## src/rtl/fl_pkg.sv

```systemverilog
// Shared free-list types and default sizing for the rename, retire and rewind paths.
package fl_pkg;

  localparam int FL_WAY      = 3;
  localparam int FL_PR_NUM   = 64;
  localparam int FL_AR_NUM   = 32;
  localparam int FL_CKPT_NUM = 4;
  localparam int FL_DEPTH    = FL_PR_NUM - FL_AR_NUM;

  typedef logic [$clog2(FL_PR_NUM)-1:0]   phy_reg_idx_t;
  typedef logic [$clog2(FL_CKPT_NUM)-1:0] ckpt_tag_t;
  typedef logic [$clog2(FL_DEPTH):0]      fl_ptr_t;

endpackage

```

## src/rtl/fl_lane_prefix.sv

```systemverilog
// Exclusive prefix popcount of a lane mask plus its total; used to compact lanes in order.
module fl_lane_prefix #(
  parameter int WAY = 3,
  localparam int CW = $clog2(WAY + 1)
) (
  input  logic [WAY-1:0]    mask,
  output logic [WAY*CW-1:0] prefix,
  output logic [CW-1:0]     total
);

  logic [CW-1:0] acc;

  always_comb begin
    acc    = '0;
    prefix = '0;
    for (int i = 0; i < WAY; i++) begin
      prefix[i*CW +: CW] = acc;
      acc = acc + CW'(mask[i]);
    end
    total = acc;
  end

endmodule

```

## src/rtl/ckpt_freelist.sv

```systemverilog
// Physical-register free list with per-branch head checkpoints and flush to the committed head.
module ckpt_freelist
  import fl_pkg::*;
#(
  parameter int WAY      = FL_WAY,
  parameter int PR_NUM   = FL_PR_NUM,
  parameter int AR_NUM   = FL_AR_NUM,
  parameter int CKPT_NUM = FL_CKPT_NUM,
  localparam int DEPTH   = PR_NUM - AR_NUM,
  localparam int PR_W    = $clog2(PR_NUM),
  localparam int PTR_W   = $clog2(DEPTH) + 1,
  localparam int CNT_W   = $clog2(DEPTH + 1),
  localparam int CK_W    = $clog2(CKPT_NUM)
) (
  input  logic                clock,
  input  logic                reset,
  input  logic [WAY-1:0]      alloc_req,
  output logic                alloc_ok,
  output logic [WAY*PR_W-1:0] alloc_pr,
  output logic [CNT_W-1:0]    free_count,
  input  logic [WAY-1:0]      ret_free,
  input  logic [WAY*PR_W-1:0] ret_told,
  input  logic [WAY-1:0]      ret_commit,
  input  logic                ckpt_take,
  input  logic [CK_W-1:0]     ckpt_tag,
  input  logic                restore_valid,
  input  logic [CK_W-1:0]     restore_tag,
  input  logic                flush
);

  localparam int IDX_W = PTR_W - 1;
  localparam int LW    = $clog2(WAY + 1);
  localparam logic [PTR_W:0] WRAP = (PTR_W+1)'(2 * DEPTH);

  // Pointers live in [0, 2*DEPTH); the extra range distinguishes full from empty.
  function automatic logic [PTR_W-1:0] ptr_add(input logic [PTR_W-1:0] p, input logic [LW-1:0] n);
    logic [PTR_W:0] s;
    s = {1'b0, p} + (PTR_W+1)'(n);
    if (s >= WRAP) s = s - WRAP;
    return s[PTR_W-1:0];
  endfunction

  function automatic logic [IDX_W-1:0] ptr_idx(input logic [PTR_W-1:0] p);
    logic [PTR_W-1:0] i;
    i = (p >= PTR_W'(DEPTH)) ? p - PTR_W'(DEPTH) : p;
    return i[IDX_W-1:0];
  endfunction

  logic [PR_W-1:0]  entry [DEPTH];
  logic [PTR_W-1:0] head, tail, commit_head;
  logic [PTR_W-1:0] ckpt_head [CKPT_NUM];

  logic [WAY*LW-1:0] a_pre, r_pre;
  logic [LW-1:0]     n_alloc, n_ret, n_commit;
  logic [PTR_W:0]    count_w;
  logic [PTR_W-1:0]  head_nxt, tail_nxt, commit_nxt, alloc_head;
  logic [IDX_W-1:0]  wr_idx [WAY];
  logic              ck_we;

  fl_lane_prefix #(.WAY(WAY)) u_alloc_prefix (
    .mask   (alloc_req),
    .prefix (a_pre),
    .total  (n_alloc)
  );

  fl_lane_prefix #(.WAY(WAY)) u_ret_prefix (
    .mask   (ret_free),
    .prefix (r_pre),
    .total  (n_ret)
  );

  always_comb begin
    count_w = {1'b0, tail} - {1'b0, head};
    if (tail < head) count_w = count_w + WRAP;
    free_count = count_w[CNT_W-1:0];

    // Grants see only registered state; same-cycle frees are not bypassed.
    alloc_ok = !reset && !flush && !restore_valid && ((PTR_W+1)'(n_alloc) <= count_w);
    alloc_pr = '0;
    for (int i = 0; i < WAY; i++) begin
      if (alloc_ok && alloc_req[i])
        alloc_pr[i*PR_W +: PR_W] = entry[ptr_idx(ptr_add(head, a_pre[i*LW +: LW]))];
    end

    n_commit = '0;
    for (int i = 0; i < WAY; i++) n_commit = n_commit + LW'(ret_commit[i]);
    commit_nxt = ptr_add(commit_head, n_commit);

    tail_nxt = ptr_add(tail, n_ret);
    for (int i = 0; i < WAY; i++) wr_idx[i] = ptr_idx(ptr_add(tail, r_pre[i*LW +: LW]));

    alloc_head = alloc_ok ? ptr_add(head, n_alloc) : head;
    ck_we      = ckpt_take && !flush && !restore_valid;

    if (flush)              head_nxt = commit_nxt;
    else if (restore_valid) head_nxt = ckpt_head[restore_tag];
    else                    head_nxt = alloc_head;
  end

  always_ff @(posedge clock) begin
    if (reset) begin
      head        <= '0;
      tail        <= PTR_W'(DEPTH);
      commit_head <= '0;
      for (int i = 0; i < DEPTH; i++) entry[i] <= PR_W'(AR_NUM + i);
      for (int i = 0; i < CKPT_NUM; i++) ckpt_head[i] <= '0;
    end else begin
      head        <= head_nxt;
      tail        <= tail_nxt;
      commit_head <= commit_nxt;
      if (ck_we) ckpt_head[ckpt_tag] <= alloc_head;
      for (int i = 0; i < WAY; i++) begin
        if (ret_free[i]) entry[wr_idx[i]] <= ret_told[i*PR_W +: PR_W];
      end
    end
  end

`ifndef SYNTHESIS
  logic told_zero;

  always_comb begin
    told_zero = 1'b0;
    for (int i = 0; i < WAY; i++) begin
      if (ret_free[i] && (ret_told[i*PR_W +: PR_W] == '0)) told_zero = 1'b1;
    end
  end

  a_no_free_when_full: assert property (@(posedge clock) disable iff (reset)
    !((count_w == (PTR_W+1)'(DEPTH)) && (|ret_free)));

  a_told_nonzero: assert property (@(posedge clock) disable iff (reset) !told_zero);
`endif

endmodule

```

## config.mk

```make
export PLATFORM = sky130hd
export DESIGN_NAME = ckpt_freelist
export DESIGN_NICKNAME = d
export VERILOG_FILES = /design/src/rtl/fl_pkg.sv /design/src/rtl/fl_lane_prefix.sv /design/src/rtl/ckpt_freelist.sv
export SDC_FILE = /design/constraint.sdc
export NUM_CORES = 1
export LEC_CHECK = 0
export CORE_MARGIN = 1.5
export CORE_UTILIZATION = 60
export DETAILED_ROUTE_END_ITERATION = 6
export GPL_TIMING_DRIVEN = 1
export PLACE_DENSITY = 0.78
export SYNTH_ARGS = -nofsm -noshare
export SYNTH_HDL_FRONTEND = slang
export SYNTH_SLANG_ARGS = --single-unit
```

## constraint.sdc

```tcl
create_clock -name clock -period 5.9 [get_ports clock]
set_input_delay 1.18 -clock clock [delete_from_list [all_inputs] [get_ports clock]]
set_output_delay 1.18 -clock clock [all_outputs]
set_load 0.02 [all_outputs]
```

---- Word level (Yosys, flattened, before mapping) ----
Memory sizes are Yosys's and may differ from the RTL's.
Cells that the tools add are included.
W data, S select, Z words.
word-level totals
  bits in writable memories ............... 216
  memories kept ........................... 2
  logic and storage cells ................. 118
  output and inout bits ................... 25
  input port bits ......................... 36
  register bits ........................... 18
cells by class
  order comparisons ....................... 17
  reduce and logical (&&, ||, !) cells .... 15
  $add $sub $neg .......................... 30
  multiplexer cells ....................... 51
memory list
  name       words  bits a word  rd ports  clocked after memory_dff  wr ports  RTL line             text
  entry      32     6            3         0                         32        ckpt_freelist.sv:49  logic [PR_W-1:0] entry [DEPTH];
  ckpt_head  4      6            1         0                         4         ckpt_freelist.sv:51  logic [PTR_W-1:0] ckpt_head [CKPT_NUM];
operators with widths
  operator               count
  $mux W6                22
  $sub A6 B1 Y6 const B  9
  $ge A7 B7 Y1 const B   7
  $mux W5                9
  $ge A6 B6 Y1 const B   6
  $add A6 B2 Y7          5
  $sub A5 B1 Y5 const B  6
  $reduce_or A6 Y1       4
  $mux W1                18
  $add A6 B1 Y7          2
  $ge A6 B7 Y1 const B   2
  $logic_and A1 B1 Y1    8
  $add A7 B7 Y7 const B  1
  $le A2 B7 Y1           1
  $mux W7                1
  $sub A6 B6 Y7          1
  $add A1 B1 Y2          3
  $add A2 B1 Y2          3
  $lt A6 B6 Y1           1
  $logic_not A1 Y1       3
  $mux W2                1

---- Longest topological paths before layout ----
An unclocked memory read counts as a cell.
  depth in word-level cells ............... 11
  gate-level depth with buffers ........... 12
  gate-level depth less buffers ........... 12

---- By module ----
Synthesis repeated with hierarchy kept, for this count alone.
unflattened totals
  cells, all modules ...................... 1,722
  area, all modules ....................... 18,462.7 sq um
by module, submodules not included
  module          times used  area an instance (sq um)  seq. area each (sq um)  cells an instance
  ckpt_freelist   1           18,330.1                  6,846.6                 1,708
  fl_lane_prefix  2           66.3                      0.0                     7

---- Least setup slack after synthesis ----
OpenSTA, ideal clock, no wires.
  kind .................................... input to output
  start ................................... in alloc_req[0]
  end ..................................... out alloc_pr[12]
  cell stages on the path ................. 10
  path slack .............................. 0.826 ns
  path buffers ............................ 2
  data required time ...................... 4.720 ns
  arrival ................................. 3.894 ns
  path through ............................ ha_1 -> ha_1 -> inv_1 -> fa_1 -> clkbuf_1 -> clkbuf_1 -> mux4_2 -> mux4_2 -> mux2i_1 -> nor2_1
on the way
  longest elaborated chain between the ends .. 9
  elaborated cells between the ends (all ways) .. 15
  classes of those cells .................. add/sub (5); order compare (3); mux (4); reduce/logical (2); memory (1)
RTL lines
  item                                           RTL line              text
  start, declared                                ckpt_freelist.sv:17   input logic [WAY-1:0] alloc_req,
  $add A1 B1 Y2 *                                fl_lane_prefix.sv:18  acc = acc + CW'(mask[i]);
  $add A6 B2 Y7                                  ckpt_freelist.sv:38   s = {1'b0, p} + (PTR_W+1)'(n);
  $sub A6 B1 Y6 or $ge A7 B7 Y1 (tied branches)  ckpt_freelist.sv:39   if (s >= WRAP) s = s - WRAP;
  $mux W6                                        ckpt_freelist.sv:39
  $mux W6                                        ckpt_freelist.sv:81   if (alloc_ok && alloc_req[i])
  $sub A5 B1 Y5 or $ge A6 B6 Y1 (tied branches)  ckpt_freelist.sv:45   i = (p >= PTR_W'(DEPTH)) ? p - PTR_W'(DEPTH) : p;
  $mux W5                                        ckpt_freelist.sv:45
  $mem_v2 Z32 W6                                 -
  $mux W6 *                                      ckpt_freelist.sv:81
  end, declared                                  ckpt_freelist.sv:19   output logic [WAY*PR_W-1:0] alloc_pr,
Mark *: on every way between the ends. The rest lies on a longest branch, timed or not. The select of a mux whose other input is x is not followed.

---- Worst setup path after layout ----
  start ................................... in alloc_req[0]
  end ..................................... out alloc_pr[17]
The elaborated chain is that of the path after synthesis.

==> impl_metrics.json <==
{
  "finalSetupViolCount": 0,
  "post_route_cells_drive_above_1_share_pct": 20.8,
  "mappedNetlistNets": 1914,
  "synthesis.area_mm2": 0.0190,
  "power_frac_clock_pct": 29.9,
  "rows": 65,
  "hpwl_mm": 52.9,
  "stdcell_count": 2253,
  "viasPerCell": 7.65,
  "tcrit_tclk_final_pct": 98.2,
  "first_global_vias": 15400,
  "critical_path.top_delay_family": "buffers and inverters",
  "number_of_synthesized_register_bits": 234,
  "grt_setup_unrepaired": "false",
  "min_path_type": "flop to flop",
  "status": "complete, no violations",
  "cell_at_the_root_of_the_clock_tree": "clkbuf_16",
  "drc": 0,
  "finalHoldViolations": 0,
  "io_buffers": 60,
  "post_cts_setup_driven_buffer_insertion_count": 0,
  "drt-wirelength-per-cell_um": 32.6,
  "grt_usage_pct": 44.9,
  "io_pins": 61,
  "finalClockSkew_ns": 0.0175,
  "gp_congestion": 1.05,
  "dominantRegCellSynth": "edfxtp_1",
  "fmax_mhz": 173,
  "share_of_the_synthesized_area_in_the_top_cell_type_pct": 34.1,
  "path_max_fanout": 23,
  "power_leakage_nw": 6.88,
  "cts.htree.levels": 1,
  "worst_setup_path_start_kind": "input pin",
  "antenna_found_initial": 5,
  "synth_common_cells": "nor2_1, edfxtp_1, mux4_2",
  "clk-insertion-delay-late_ns": 0.56,
  "grt_first_pass_wirelength_mm": 106,
  "syn-mean-instance-area_um2": 10.3,
  "drtPass1Iterations": 7,
  "crit_type": "input pin to primary output",
  "setup_total_negative_slack_ns": 0,
  "critical-path-max-stage-delay_ns": 0.61,
  "placed_cells": 2202,
  "netlist_instances": 1845,
  "arrival_ns": 4.61,
  "core_area_mm2": 0.0314,
  "pin_count_of_the_biggest_net_entering_global_routing": 49,
  "clock_tree.buffer_depth": 3,
  "finalWirelength_mm": 73.5,
  "postSynth.asyncResetShare_pct": 0,
  "drt_iter0_drc": 3311,
  "finalHoldWorstSlack_ns": 0.524,
  "routed-via-count": 17200,
  "finalMaxSlewViolations": 0,
  "min_period_ns": 5.79,
  "globalRouteOverflowTotal": 0,
  "tritoncts": "built",
  "power-per-cell-area_mw_per_mm2": 275,
  "cts.reportedPaths.clkPinSlew_ns": 0.06,
  "worstPathCellList": "clkdlybuf4s50_1 > ha_1 > ha_4 > inv_1 > fa_2 > buf_12 > mux4_2 > mux4_2 > mux2i_2 > nor2_1 > clkdlybuf4s50_1",
  "synthToLayoutAreaGrowth_pct": 10.7,
  "ant_nets": 0,
  "synthDominantAreaCellType": "edfxtp_1",
  "number_of_distinct_library_cells_after_synthesis": 62,
  "cp_num_buf_inv": 4,
  "power_frac_comb_pct": 34.7,
  "power.switching_fraction_pct": 33.8,
  "maxSlewHeadroom_pct": 15.7,
  "maxCapViolations": 0,
  "design.die.area_mm2": 0.0328,
  "tightestPinTransition_ns": 1.25,
  "power.sequential.fraction_pct": 35.4,
  "tritoncts_num_sinks": 234,
  "placement.setup.worst_slack_ns": 0.113,
  "largest_cells_by_area_after_synthesis": "edfxtp_1, mux4_2, nor2_1",
  "cellInternalPower_w": 0.00384,
  "placement.cell_area_mm2": 0.0201,
  "end_kind": "primary output",
  "required_ns": 4.72,
  "synth-seq-area-share_pct": 36.0,
  "r2r_setup_slack_ns": 1.97,
  "synth.most_common_cell": "nor2_1",
  "fp.dieH_um": 181,
  "floorplan.initialDensity_pct": 60.6,
  "timing.critical_path.slowest_stage_cell": "fa_2",
  "final_setup_margin_ns": 0.109,
  "tritoncts.num_buffers": 26,
  "total_switching_power_w": 0.00196,
  "fin_area_mm2": 0.0211,
  "number_of_enable_type_register_cells_in_the_synthesized_netlist": 216,
  "yosysWarningCount": 0,
  "power.ir.vdd_worst_uv": 255,
  "die_width_um": 181,
  "num-nets-final": 1897
}
cells in the final DEF, fill, tap and decap left out, drive strengths merged, types with 8 or more instances in the layout:
cell type / instances
nor2: 245
edfxtp: 216
mux4: 186
nand2: 176
a21oi: 139
nand3: 95
buf: 91
o21ai: 80
mux2i: 70
nor3: 59
clkdlybuf4s50: 51
a31oi: 44
mux2: 40
clkbuf: 35
o31ai: 25
inv: 24
ha: 24
xnor2: 19
and3: 18
or3: 18
dfxtp: 18
nand3b: 13
a2111oi: 13
a22oi: 13
clkinv: 13
a21o: 12
o41ai: 11
nor2b: 10
nor3b: 9
fa: 9
or4: 8
metrics by stage:
| step | total power (W) | utilization [%] |
|---|---|---|
| after floorplan | 0.00335 | - |
| after global placement | 0.00400 | 64.1 |
| after detailed placement | 0.00403 | 64.1 |
| after CTS | 0.00573 | 67.0 |
| after global routing | 0.00593 | 67.1 |
| final | 0.00579 | 67.1 |
layer usage:
metal | GRT usage (%) | part of all wire [%]
met1 | 59.4 | 34
met2 | 66.9 | 42
met3 | 18.3 | 18
met4 | 16.3 | 5.3
met5 | 0 | 0.018
flip-flops by register name (all words and copies together) (netlist names):
register and count:
commit_head 6, ckpt_head 24, entry 192, head 6
tail 6
power by group through the flow:
| stage | registers [W] | logic (W) | clock network (W) |
|---|---|---|---|
| after floorplan | 0.00199 | 0.00136 | 0 |
| after global placement | 0.00208 | 0.00193 | 0 |
| after detailed placement | 0.00208 | 0.00196 | 0 |
| after CTS | 0.00204 | 0.00196 | 0.00172 |
| after global routing | 0.00206 | 0.00209 | 0.00178 |
| final | 0.00205 | 0.00201 | 0.00173 |
final timing paths:
path,from,depth (start not counted),to
worst max-delay path,alloc_req[0],11,alloc_pr[17]
worst min-delay path,commit_head[5],2,commit_head[5]
worst max register to register,head[0],11,ckpt_head[0][0]
worst min register to register,commit_head[5],2,commit_head[5]
worst reg2reg max path: cells and delay by family, from the launching register on:
kind | cells | cell delay [ns]
compound gates | 3 | 0.91
fa+ha+maj | 3 | 1.09
buf+inv | 2 | 0.12
flops | 1 | 0.71
mux | 1 | 0.56
simple gates | 2 | 0.26
final cells by class:
type / instances / area, um^2
clock buffers: 35 / 758
repair buffers: 142 / 1270
multi-input cells: 1394 / 11400
flip-flops and latches: 234 / 6850
fillers: 2390 / 10300
inverters: 30 / 113
clock inverters: 12 / 150
diodes: 4 / 10.0
well taps: 402 / 503
cell families after synthesis:
family | share of synthesized area (%)
DFF | 36.0
buffers and inverters | 4.42
and+or+nand+nor | 16.2
AOI/OAI and AO/OA | 11.8
xor gates and xnor gates | 1.01
adders and majority gates | 2.53
muxes | 28.1
repair_timing:
item | CTS | global route
endpoints found under the hold margin | 0 | 0
hold buffers | 0 | 0
setup endpoints to repair | 0 | 2
resized for setup | 0 | 2
No activity file was read; power rests on OpenSTA's default activity.
